--- config.mk ---
export PLATFORM = sky130hd
export DESIGN_NAME = counter_sequencer_flat
export DESIGN_NICKNAME = d
export VERILOG_FILES = /design/src/rtl/counter_sequencer_if.sv /design/src/rtl/counter_sequencer.sv /design/src/flat_wrapper.sv
export SDC_FILE = /design/constraint.sdc
export NUM_CORES = 1
export LEC_CHECK = 0
export ABC_CLOCK_PERIOD_IN_PS = 2900
export CORE_MARGIN = 4
export CORE_UTILIZATION = 53
export DETAILED_ROUTE_END_ITERATION = 6
export PLACE_DENSITY = 0.83
export SYNTH_ARGS = -nofsm -noshare
export SYNTH_HDL_FRONTEND = slang
export SYNTH_SLANG_ARGS = --single-unit
--- constraint.sdc ---
create_clock -name clk -period 2.9 [get_ports clk]
set_clock_uncertainty 0.1 [all_clocks]
set_input_delay 0.58 -clock clk [delete_from_list [all_inputs] [get_ports clk]]
set_output_delay 0.58 -clock clk [all_outputs]
set_load 0.1 [all_outputs]
--- src/rtl/counter_sequencer_if.sv ---
// Command handshake bundle between a command source and the counter sequencer.
interface counter_sequencer_if #(
  parameter int NW = 8
);
  logic          cmd_valid;
  logic          cmd_ready;
  logic [1:0]    cmd_op;
  logic [NW-1:0] cmd_arg;

  modport master (output cmd_valid, output cmd_op, output cmd_arg, input cmd_ready);
  modport slave  (input cmd_valid, input cmd_op, input cmd_arg, output cmd_ready);
endinterface

--- src/rtl/counter_sequencer.sv ---
// Command-driven controller for an up/down counter: LOAD, UP N, DOWN N, HOLD N.
// Sole owner of the counter control pins; reports completion with a done pulse.
// result is captured at the end of the FINISH cycle, so it is valid from the
// cycle after done and holds until the next completion.
module counter_sequencer #(
  parameter int CW = 4,
  parameter int NW = 8
) (
  input  logic                 clk,
  input  logic                 rst,
  counter_sequencer_if.slave   cmd,
  input  logic                 abort,
  output logic                 ctr_ld,
  output logic [CW-1:0]        ctr_ld_val,
  output logic                 ctr_dir,
  output logic                 ctr_en,
  input  logic [CW-1:0]        ctr_count,
  output logic                 busy,
  output logic                 done,
  output logic [CW-1:0]        result
);

  typedef enum logic [1:0] {S_IDLE, S_EXEC, S_FINISH} state_t;

  localparam logic [1:0] OP_LOAD = 2'b00;
  localparam logic [1:0] OP_UP   = 2'b01;
  localparam logic [1:0] OP_DOWN = 2'b10;

  state_t        state_q, state_d;
  logic [NW-1:0] rem_q, rem_d;
  logic          ready_q, ready_d;
  logic          busy_d, done_d, ld_d, dir_d, en_d;
  logic [CW-1:0] ld_val_d, result_d;

  assign cmd.cmd_ready = ready_q;

  // State and registered outputs; async reset returns everything to idle values.
  always_ff @(posedge clk or posedge rst) begin
    if (rst) begin
      state_q    <= S_IDLE;
      rem_q      <= '0;
      ready_q    <= 1'b1;
      busy       <= 1'b0;
      done       <= 1'b0;
      ctr_ld     <= 1'b0;
      ctr_ld_val <= '0;
      ctr_dir    <= 1'b1;
      ctr_en     <= 1'b0;
      result     <= '0;
    end else begin
      state_q    <= state_d;
      rem_q      <= rem_d;
      ready_q    <= ready_d;
      busy       <= busy_d;
      done       <= done_d;
      ctr_ld     <= ld_d;
      ctr_ld_val <= ld_val_d;
      ctr_dir    <= dir_d;
      ctr_en     <= en_d;
      result     <= result_d;
    end
  end

  // Next-state and next-output logic; outputs are computed one cycle ahead so
  // every pin comes straight from a flop.
  always_comb begin
    state_d  = state_q;
    rem_d    = rem_q;
    ready_d  = ready_q;
    busy_d   = busy;
    done_d   = 1'b0;
    ld_d     = ctr_ld;
    ld_val_d = ctr_ld_val;
    dir_d    = ctr_dir;
    en_d     = ctr_en;
    result_d = result;

    unique case (state_q)
      S_IDLE: begin
        if (cmd.cmd_valid && ready_q) begin
          ready_d = 1'b0;
          busy_d  = 1'b1;
          if (cmd.cmd_op == OP_LOAD) begin
            state_d  = S_EXEC;
            rem_d    = NW'(1);
            ld_d     = 1'b1;
            ld_val_d = cmd.cmd_arg[CW-1:0];
          end else begin
            if (cmd.cmd_op == OP_UP || cmd.cmd_op == OP_DOWN)
              dir_d = (cmd.cmd_op == OP_UP);
            if (cmd.cmd_arg == '0) begin
              state_d = S_FINISH;
              done_d  = 1'b1;
            end else begin
              state_d = S_EXEC;
              rem_d   = cmd.cmd_arg;
              en_d    = (cmd.cmd_op != 2'b11);
            end
          end
        end
      end

      S_EXEC: begin
        rem_d = rem_q - NW'(1);
        if (abort) begin
          state_d = S_IDLE;
          en_d    = 1'b0;
          ld_d    = 1'b0;
          busy_d  = 1'b0;
          ready_d = 1'b1;
        end else if (rem_q == NW'(1)) begin
          state_d = S_FINISH;
          en_d    = 1'b0;
          ld_d    = 1'b0;
          done_d  = 1'b1;
        end
      end

      S_FINISH: begin
        state_d  = S_IDLE;
        ready_d  = 1'b1;
        busy_d   = 1'b0;
        result_d = ctr_count;
      end

      default: begin
        state_d = S_IDLE;
        ready_d = 1'b1;
        busy_d  = 1'b0;
        en_d    = 1'b0;
        ld_d    = 1'b0;
      end
    endcase
  end

endmodule
--- src/flat_wrapper.sv ---
// flat-port wrapper written by rule: the top's interface ports become plain ports
module counter_sequencer_flat 
#(
  parameter int CW = 4,
  parameter int NW = 8
)
  (clk, rst, abort, ctr_ld, ctr_ld_val, ctr_dir, ctr_en, ctr_count, busy, done, result, cmd_cmd_valid, cmd_cmd_op, cmd_cmd_arg, cmd_cmd_ready);
  counter_sequencer_if #(.NW(NW)) cmd_i ();
  input  logic clk;
  input  logic rst;
  input  logic abort;
  output logic ctr_ld;
  output logic [CW-1:0] ctr_ld_val;
  output logic ctr_dir;
  output logic ctr_en;
  input  logic [CW-1:0] ctr_count;
  output logic busy;
  output logic done;
  output logic [CW-1:0] result;
  input wire logic [$bits(cmd_i.cmd_valid)-1:0] cmd_cmd_valid;
  input wire logic [$bits(cmd_i.cmd_op)-1:0] cmd_cmd_op;
  input wire logic [$bits(cmd_i.cmd_arg)-1:0] cmd_cmd_arg;
  output wire logic [$bits(cmd_i.cmd_ready)-1:0] cmd_cmd_ready;
  assign cmd_i.cmd_valid = cmd_cmd_valid;
  assign cmd_i.cmd_op = cmd_cmd_op;
  assign cmd_i.cmd_arg = cmd_cmd_arg;
  assign cmd_cmd_ready = cmd_i.cmd_ready;
  counter_sequencer #(.CW(CW), .NW(NW)) u_core (.clk(clk), .rst(rst), .cmd(cmd_i), .abort(abort), .ctr_ld(ctr_ld), .ctr_ld_val(ctr_ld_val), .ctr_dir(ctr_dir), .ctr_en(ctr_en), .ctr_count(ctr_count), .busy(busy), .done(done), .result(result));
endmodule
==> reports/summary.txt, run 1 <==
Row count: 18
CP Depth: 7
CP Launch Type: primary input
Share of cells above drive strength 1: 25.75%
Vias: 1173
Placer Congestion: 0.8510
Drt drc: 0
Starting density of the core: 56.55%
Die Footprint: 3585 µm²
Delay-heaviest family, CP: buffers and inverters
Clock transition at path regs: 0.14 ns
WP buf/inv: 3
R2R Setup Slk: 0.87 ns
Register area: 603.1 µm²
Leading cell types in the layout, fill and taps excluded: 22 x dfrtp_1, 17 x clkdlybuf4s50_1, 17 x buf_4
Filler cell count: 212
IO Count: 32
Crit Path Max Fanout: 8
Worst Reg2Reg Path Length in Cells: 4
Pin count of the biggest net entering global routing: 25
CP arrival: 2.39 ns
Crit-path slowest cell: clkdlybuf4s50_1
N_diodes: 0
Placement Cell Area: 1702 µm²
Initial antenna violation count: 0
Slew @ Worst Pin: 0.6737 ns
Post-CTS Hold Buffers: 0
Antenna-violating nets left: 0
IO buf count: 31
Nets@finish: 191
Outcome: complete, no violations
GRT Util Overall: 19.82%
Syn-to-layout area delta: 21.84%
Cells along the critical path: clkdlybuf4s50_1 -> inv_1 -> ha_1 -> inv_1 -> nand3_1 -> or3_1 -> a211oi_2
Post-synthesis sequential area ratio: 42.28%
Critical path endpoint category: register
Vias per inst: 5.954
Max incr delay on CP: 0.51 ns
Post-Synthesis Cells: 136
Avg Cell Area, Syn: 10.49 µm²
Fin crit period: 2.239 ns
Post-CTS Setup Bufs: 0
Ys Warns: 0
Final Max Tran Viols: 0
RSZ-0062 raised after global routing: false
Vias in the first global route: 1268
Crit share post-route: 77.22%
MaxCap Viol Count: 0
Setup TNS: 0 ns
CTS H-Tree Depth: 1
Mapped cell area: 1426 µm²
Crit Path Class: primary input to register
RR Endpoint: u_core.ctr_en
Fmax: 0.4465 GHz
Post-synth EDFFs: 0
Worst Setup EP: u_core.state_q[1]
Clock Path Buffers: 2
Class of the worst hold path: register to register
Cell area after layout: 1738 µm²
Final setup vio count: 0
Async SR Flop Fraction: 100.0%
Final WL: 3.076 mm
TritonRoute pass-1 iters: 4
CTS tree: done
Crit path required time: 3.05 ns
Origin of the critical flop-to-flop path: u_core.state_q[0]
Inserted Clock Buffers: 3
Core Region: 2522 µm²
Most common cell after layout, fill and taps aside: dfrtp_1
CTS root buffer: clkbuf_4
Worst skew pair latency: 0.32 ns
Hold Fails Final Rpt: 0
First-pass GRT wire length: 5.513 mm
Yosys cell types: 39
Hpwl dp: 2.317 mm
GRT Residual Overflow: 0
Syn nets: 159
Area occupied by multi-input gates: 729.5 µm²
Most frequent CP cell: inv_1
Die width: 59.88 µm
Post-cts resize count: 0
Number of synthesized register bits: 24
Die height: 59.88 µm
Wire per inst: 15.61 µm
Iter 0 DRT Violations: 23
Synth Flop Type: dfrtp_1
Slew HR: 55.09%
Crit path from: cmd_cmd_op[0]
CTS sink cnt: 24
## area by class of cell
type	count	area share, %
Multi-Input combinational cell	96	41.97
Sequential cell	24	34.70
Timing Repair Buffer	34	17.13
Tap cell	30	2.160
Clock buffer	4	2.088
Inverter	9	1.944
## layer usage
layer	vias to the layer above	GRT usage, %	wire (µm)
li1	564	-	-
met1	564	24.46	1348
met2	39	34.41	1497
met3	6	4.536	204
met4	0	5.380	25
met5	-	0	0
## cell families after synthesis
family	Yosys count	share of synthesized area (%)
compound gates	45	23.16
simple gates	37	16.49
flops	24	42.28
buf+inv	16	6.579
mux	9	7.105
fa+ha+maj	5	4.386
## flip-flops by register name, summed over array words and instances, names as in the netlist
register and flops:
u_core.ctr_en 1, u_core.ctr_ld_val 4, u_core.state_q 2, u_core.done 1
u_core.cmd.cmd_ready 1, u_core.ctr_dir 1, u_core.busy 1, u_core.result 4
u_core.ctr_ld 1, u_core.rem_q 8
## worst min-delay path by stage
stage | start | endpoint | slack, ns | depth (start not counted)
after global placement | u_core.ctr_ld_val[0] | u_core.ctr_ld_val[0] | 0.39 | 1
after CTS | u_core.result[1] | u_core.result[1] | 0.43 | 1
after detailed placement | u_core.result[3] | u_core.result[3] | 0.40 | 1
final | u_core.result[1] | u_core.result[1] | 0.43 | 1
after floorplan | u_core.rem_q[1] | u_core.rem_q[1] | 0.40 | 1
after global routing | u_core.ctr_ld_val[1] | u_core.ctr_ld_val[1] | 0.45 | 1
## worst register-to-register path, stage by stage, from the launching register on
cell and delay, ns:
dfrtp_1 0.80, nand2b_4 0.24, a311oi_4 0.43, nor2_1 0.09, a311o_1 0.27
## synth_stat cells, types with 2 or more instances
library cell | n | area share [%]
nand2b_1 | 2 | 0.88
o21ai_0 | 2 | 0.70
inv_1 | 9 | 2.4
nor3_1 | 3 | 1.1
dfstp_2 | 2 | 3.7
nor2_1 | 9 | 2.4
ha_1 | 5 | 4.4
nand2_1 | 9 | 2.4
a31oi_1 | 9 | 3.9
o21a_1 | 2 | 1.1
o31ai_1 | 3 | 1.6
clkbuf_1 | 2 | 0.53
a21oi_1 | 16 | 5.6
nand3_1 | 4 | 1.4
dfrtp_1 | 22 | 39
mux2_2 | 9 | 7.1
nor4_4 | 3 | 4.5
buf_6 | 4 | 3.2
## through the flow
step / utilization, % / hold WS, ns / std cells / setup WS, ns
2_1_floorplan: - / 0.4006 / 136 / 0.8888
3_3_place_gp: 67.46 / 0.3913 / 193 / 0.4362
3_5_place_dp: 67.46 / 0.3963 / 193 / 0.3146
4_1_cts: 68.90 / 0.4294 / 197 / 0.6626
5_1_grt: 68.90 / 0.4466 / 197 / 0.5610
6_report: 68.90 / 0.4281 / 197 / 0.6606
Power of run 1 is left out: the tool's default activity adds up to more than one toggle a clock period on the data nets, which glitch-free logic cannot reach.
==> run 2, diff against run 1 <==
--- a/config.mk
+++ b/config.mk
@@ -5,11 +5,11 @@
 export SDC_FILE = /design/constraint.sdc
 export NUM_CORES = 1
 export LEC_CHECK = 0
-export ABC_CLOCK_PERIOD_IN_PS = 2900
+export ABC_CLOCK_PERIOD_IN_PS = 2100
 export CORE_MARGIN = 4
-export CORE_UTILIZATION = 53
+export CORE_UTILIZATION = 50
 export DETAILED_ROUTE_END_ITERATION = 6
-export PLACE_DENSITY = 0.83
+export PLACE_DENSITY = 0.79
 export SYNTH_ARGS = -nofsm -noshare
 export SYNTH_HDL_FRONTEND = slang
 export SYNTH_SLANG_ARGS = --single-unit
==> constraint.sdc (replaced) <==
create_clock -name clk -period 2.1 [get_ports clk]
set_clock_uncertainty 0.1 [all_clocks]
set_input_delay 0.42 -clock clk [delete_from_list [all_inputs] [get_ports clk]]
set_output_delay 0.42 -clock clk [all_outputs]
set_load 0.1 [all_outputs]
==> run 2 against run 1 <==
Setup slack got worse by 0.49 ns. Clock-buffer cell count unchanged. Non-clock buffer count increased by 13. First-iteration DRC count increased by 130%. Critical path depth increased by 1. Critical endpoint is now u_core.rem_q[7].
==> reports/summary.txt, run 2 (synthesis results as in run 1) <==
CTS H-Tree Depth: 1
Vias per inst: 5.858
Post-cts resize count: 0
Die width: 61.41 µm
Leading cell types in the layout, fill and taps excluded: 28 x buf_4, 22 x dfrtp_1, 17 x clkdlybuf4s50_1
Area occupied by multi-input gates: 729.5 µm²
Slew HR: 63.82%
Crit path required time: 2.21 ns
Register area: 603.1 µm²
Placer Congestion: 0.9351
Outcome: complete, no violations
Nets@finish: 204
Antenna-violating nets left: 0
Met3 WL: 203 µm
Initial antenna violation count: 0
Clock transition at path regs: 0.13 ns
Final setup vio count: 0
RR Endpoint: u_core.rem_q[6]
Top sig layer: met4
Met1 WL: 1.313 mm
Worst skew pair latency: 0.31 ns
Cell area after layout: 1852 µm²
PwrDens: 1692 nW/µm²
Met2 wire length: 1.654 mm
Origin of the critical flop-to-flop path: u_core.rem_q[0]
MaxCap Viol Count: 0
Core Region: 2734 µm²
Post-CTS Hold Buffers: 0
Filler cell count: 214
Crit share post-route: 91.83%
Setup TNS: 0 ns
Die height: 61.41 µm
Slew @ Worst Pin: 0.5427 ns
CTS sink cnt: 24
Wire per inst: 15.12 µm
Crit-path slowest cell: clkdlybuf4s50_1
Layout Utilization: 67.73%
Crit path from: cmd_cmd_op[1]
RSZ-0062 raised after global routing: false
Syn-to-layout area delta: 29.82%
Delay-heaviest family, CP: buffers and inverters
Fin crit period: 1.928 ns
Number of flip-flops in the largest register: 8
Most common cell after layout, fill and taps aside: buf_4
Cells along the critical path: clkdlybuf4s50_1 -> inv_1 -> ha_1 -> nor2_1 -> a311oi_2 -> buf_4 -> nand2_1 -> a22o_1
Pin count of the biggest net entering global routing: 25
Vias: 1236
CP arrival: 2.04 ns
Placement Cell Area: 1826 µm²
CTS tree: done
WP buf/inv: 3
Worst Reg2Reg Path Length in Cells: 6
First-pass GRT wire length: 5.595 mm
Final Max Tran Viols: 0
IO Count: 32
Row count: 19
Leak: 0.7870 nW
Die Footprint: 3771 µm²
Worst vdd ir: 1.328 mV
Class of the worst hold path: primary input to async pin
Fmax: 0.5185 GHz
Total power: 3.134 mW
Critical path endpoint category: register
Final WL: 3.191 mm
CP Launch Type: primary input
Worst Setup EP: u_core.rem_q[7]
GRT Residual Overflow: 0
Post-CTS Setup Bufs: 0
Iter 0 DRT Violations: 52
Starting density of the core: 52.17%
Hpwl dp: 2.547 mm
CP Depth: 8
N_diodes: 0
Max incr delay on CP: 0.43 ns
Top flop regs: u_core.rem_q x8, u_core.ctr_ld_val x4, u_core.result x4
GRT Util Overall: 19.53%
R2R Setup Slk: 0.23 ns
Biggest register: u_core.rem_q
Crit Path Class: primary input to register
Clock Path Buffers: 2
Vias in the first global route: 1266
Crit Path Max Fanout: 14
Inserted Clock Buffers: 3
Share of cells above drive strength 1: 30.56%
Hold Fails Final Rpt: 0
IO buf count: 31
TritonRoute pass-1 iters: 4
CTS root buffer: clkbuf_4
Drt drc: 0
## run 2: layer usage
layer	vias to the layer above	GRT usage, %
li1	596	-
met1	586	25.39
met2	52	33.23
met3	2	2.516
met4	0	7.273
met5	-	0
## run 2: worst min-delay path by stage
| stage | startpoint | end | slack (ns) | cells past startpoint |
|---|---|---|---|---|
| global placement | u_core.result[1] | u_core.result[1] | 0.40 | 1 |
| floorplan | rst | u_core.busy | 0.33 | 1 |
| finish | rst | u_core.rem_q[2] | 0.34 | 3 |
| detailed placement | u_core.result[1] | u_core.result[1] | 0.40 | 1 |
| global route | rst | u_core.rem_q[2] | 0.35 | 3 |
| CTS | rst | u_core.ctr_ld_val[3] | 0.35 | 3 |
## run 2: worst register-to-register path, stage by stage (launching register included)
cell and delay [ns]:
dfrtp_1 0.43, inv_1 0.11, ha_1 0.24, or3b_2 0.47, o31ai_1 0.25, a21oi_1 0.11, a21oi_1 0.12
## run 2: area by class of cell
| class | count | area share, % |
|---|---|---|
| inverter | 9 | 1.824 |
| multi-input combinational | 96 | 39.39 |
| tap | 31 | 2.095 |
| clock buffer | 4 | 1.419 |
| sequential | 24 | 32.57 |
| timing repair buffer | 47 | 22.70 |
## run 2: stage by stage
stage | hold WS (ns) | setup slack (ns) | instances
6_report | 0.3366 | 0.1715 | 211
2_1_floorplan | 0.3331 | 0.08883 | 136
3_5_place_dp | 0.4022 | -0.1606 | 207
5_1_grt | 0.3528 | 0.07038 | 211
4_1_cts | 0.3499 | 0.1876 | 211
3_3_place_gp | 0.3956 | -0.07882 | 207
## run 2: where the power goes
| part | switching (mW) | leakage (nW) | internal [mW] |
|---|---|---|---|
| registers | 0.267 | 0.287 | 0.688 |
| clock network | 0.133 | 0.0150 | 0.0740 |
| logic | 1.36 | 0.485 | 0.614 |
(Power assumes the default switching activity.)
==> run 3, diff against run 2 <==
--- a/config.mk
+++ b/config.mk
@@ -6,9 +6,11 @@
 export NUM_CORES = 1
 export LEC_CHECK = 0
 export ABC_CLOCK_PERIOD_IN_PS = 2100
+export CAP_MARGIN = 40
 export CORE_MARGIN = 4
 export CORE_UTILIZATION = 50
 export DETAILED_ROUTE_END_ITERATION = 6
+export GPL_TIMING_DRIVEN = 0
 export PLACE_DENSITY = 0.79
 export SYNTH_ARGS = -nofsm -noshare
 export SYNTH_HDL_FRONTEND = slang
==> run 3 against run 2 <==
Die area is the same. Routed wire length increased by 15%. Worst hold slack worse by 0.051 ns.
==> reports/summary.txt, run 3 (synthesis results as in run 1) <==
Outcome: complete, no violations
DP Cell Count: 213
RR Endpoint: u_core.rem_q[6]
Hpwl dp: 2.860 mm
Worst Reg2Reg Path Length in Cells: 6
IO Count: 32
Core Region: 2734 µm²
Number of flip-flops in the largest register: 8
Critical path endpoint category: register
Die width: 61.41 µm
Slew HR: 61.88%
Area occupied by multi-input gates: 745.7 µm²
Drt drc: 0
Leak: 0.8444 nW
Slew @ Worst Pin: 0.5574 ns
Worst Setup EP: u_core.state_q[1]
Vias per inst: 5.940
Crit path required time: 2.26 ns
Top flop regs: u_core.rem_q x8, u_core.ctr_ld_val x4, u_core.result x4
CTS H-Tree Depth: 1
First-pass GRT wire length: 6.051 mm
Vias in the first global route: 1283
CTS tree: done
Fmax: 0.5019 GHz
Origin of the critical flop-to-flop path: u_core.rem_q[0]
Iter 0 DRT Violations: 89
Filler cell count: 176
Layout Utilization: 75.47%
Biggest register: u_core.rem_q
Final WL: 3.655 mm
Row count: 19
PwrDens: 1789 nW/µm²
Register area: 603.1 µm²
Post-CTS Hold Buffers: 0
Fin crit period: 1.992 ns
Crit share post-route: 94.88%
Initial antenna violation count: 0
GRT Util Overall: 21.74%
Vias: 1283
Share of cells above drive strength 1: 26.49%
Starting density of the core: 52.17%
CP arrival: 2.15 ns
Clock Path Buffers: 2
Non-filler cells, final: 216
Max incr delay on CP: 0.52 ns
Inserted Clock Buffers: 3
Pin count of the biggest net entering global routing: 14
Setup TNS: 0 ns
Delay-heaviest family, CP: simple AND/OR/NAND/NOR gates
Hold Fails Final Rpt: 0
Crit Path Max Fanout: 4
CTS root buffer: clkbuf_4
Leading cell types in the layout, fill and taps excluded: 29 x clkdlybuf4s50_1, 22 x dfrtp_1, 16 x a21oi_1
CP Launch Type: primary input
Placer Congestion: 0.8852
Die height: 61.41 µm
Wire per inst: 16.92 µm
Crit Path Class: primary input to register
Clock transition at path regs: 0.14 ns
WP buf/inv: 1
RSZ-0062 raised after global routing: false
Placement Cell Area: 2013 µm²
MaxCap Viol Count: 0
Cells along the critical path: clkdlybuf4s50_1 -> nor4_4 -> nand3_1 -> or3_1 -> a211oi_2
Crit path from: cmd_cmd_arg[0]
Syn-to-layout area delta: 44.65%
Worst hold slack: 0.2853 ns
Worst skew pair latency: 0.34 ns
R2R Setup Slk: 0.24 ns
Final Max Tran Viols: 0
Nets@finish: 209
N_diodes: 0
Worst vdd ir: 1.472 mV
Antenna-violating nets left: 0
Most common cell after layout, fill and taps aside: clkdlybuf4s50_1
TritonRoute pass-1 iters: 4
Cell area after layout: 2063 µm²
Class of the worst hold path: primary input to async pin
CP Depth: 5
IO buf count: 31
Die Footprint: 3771 µm²
GRT Residual Overflow: 0
CTS sink cnt: 24
Final setup vio count: 0
Crit-path slowest cell: clkdlybuf4s50_1
==> run 3: changes by cell type in the layout (fill, tap and decap cells not counted) <==
cell / delta
clkbuf_8: +1
inv_2: +1
buf_8: +12
buf_4: -26
nor3_2: +1
a311oi_2: -1
a311oi_4: +1
buf_6: +4
clkdlybuf4s50_1: +12
nor3_1: -1
buf_16: +1
clkbuf_1: +1
inv_1: -1
==> run 3: repair_timing <==
item / CTS / global route
cloned: 0 / 0
resized for setup: 2 / 3
setup buffers: 1 / 0
endpoints found under the setup margin: 2 / 7
==> run 3: where the power goes <==
group	switching [mW]	internal (mW)	leakage [nW]
Combinational	1.55	0.998	0.536
Sequential	0.194	0.688	0.287
Clock	0.153	0.107	0.0210
Total	1.90	1.79	0.844
==> run 3: layer usage <==
metal / track usage [%] / routed length (µm)
met5: 0 / 0
met4: 8.182 / 76
met3: 4.822 / 254
met2: 35.80 / 1875
met1: 27.97 / 1449
==> run 3: through the flow <==
| stage | setup WS [ns] | power, mW |
|---|---|---|
| 2_1_floorplan | 0.08883 | 2.477 |
| 3_3_place_gp | -0.2481 | 2.903 |
| 3_5_place_dp | -0.3077 | 3.411 |
| 4_1_cts | 0.03636 | 3.680 |
| 5_1_grt | 0.01569 | 3.868 |
| 6_report | 0.1075 | 3.692 |
==> run 3: final cells by class <==
class,instances,area share (%)
multi-input combinational,96,36.14
sequential,24,29.23
timing repair buffer,45,26.44
buffer,7,2.911
tap,31,1.880
clock buffer,4,1.759
inverter,9,1.637
==> run 3: worst min-delay path by stage <==
| stage | from | endpoint | slack, ns | depth (start not counted) |
|---|---|---|---|---|
| after CTS | rst | u_core.ctr_ld_val[2] | 0.30 | 2 |
| after global routing | rst | u_core.ctr_ld_val[2] | 0.32 | 2 |
| after detailed placement | u_core.ctr_ld_val[1] | u_core.ctr_ld_val[1] | 0.40 | 1 |
| after global placement | u_core.result[3] | u_core.result[3] | 0.39 | 1 |
| final | rst | u_core.ctr_ld_val[3] | 0.29 | 2 |
| after floorplan | rst | u_core.busy | 0.33 | 1 |
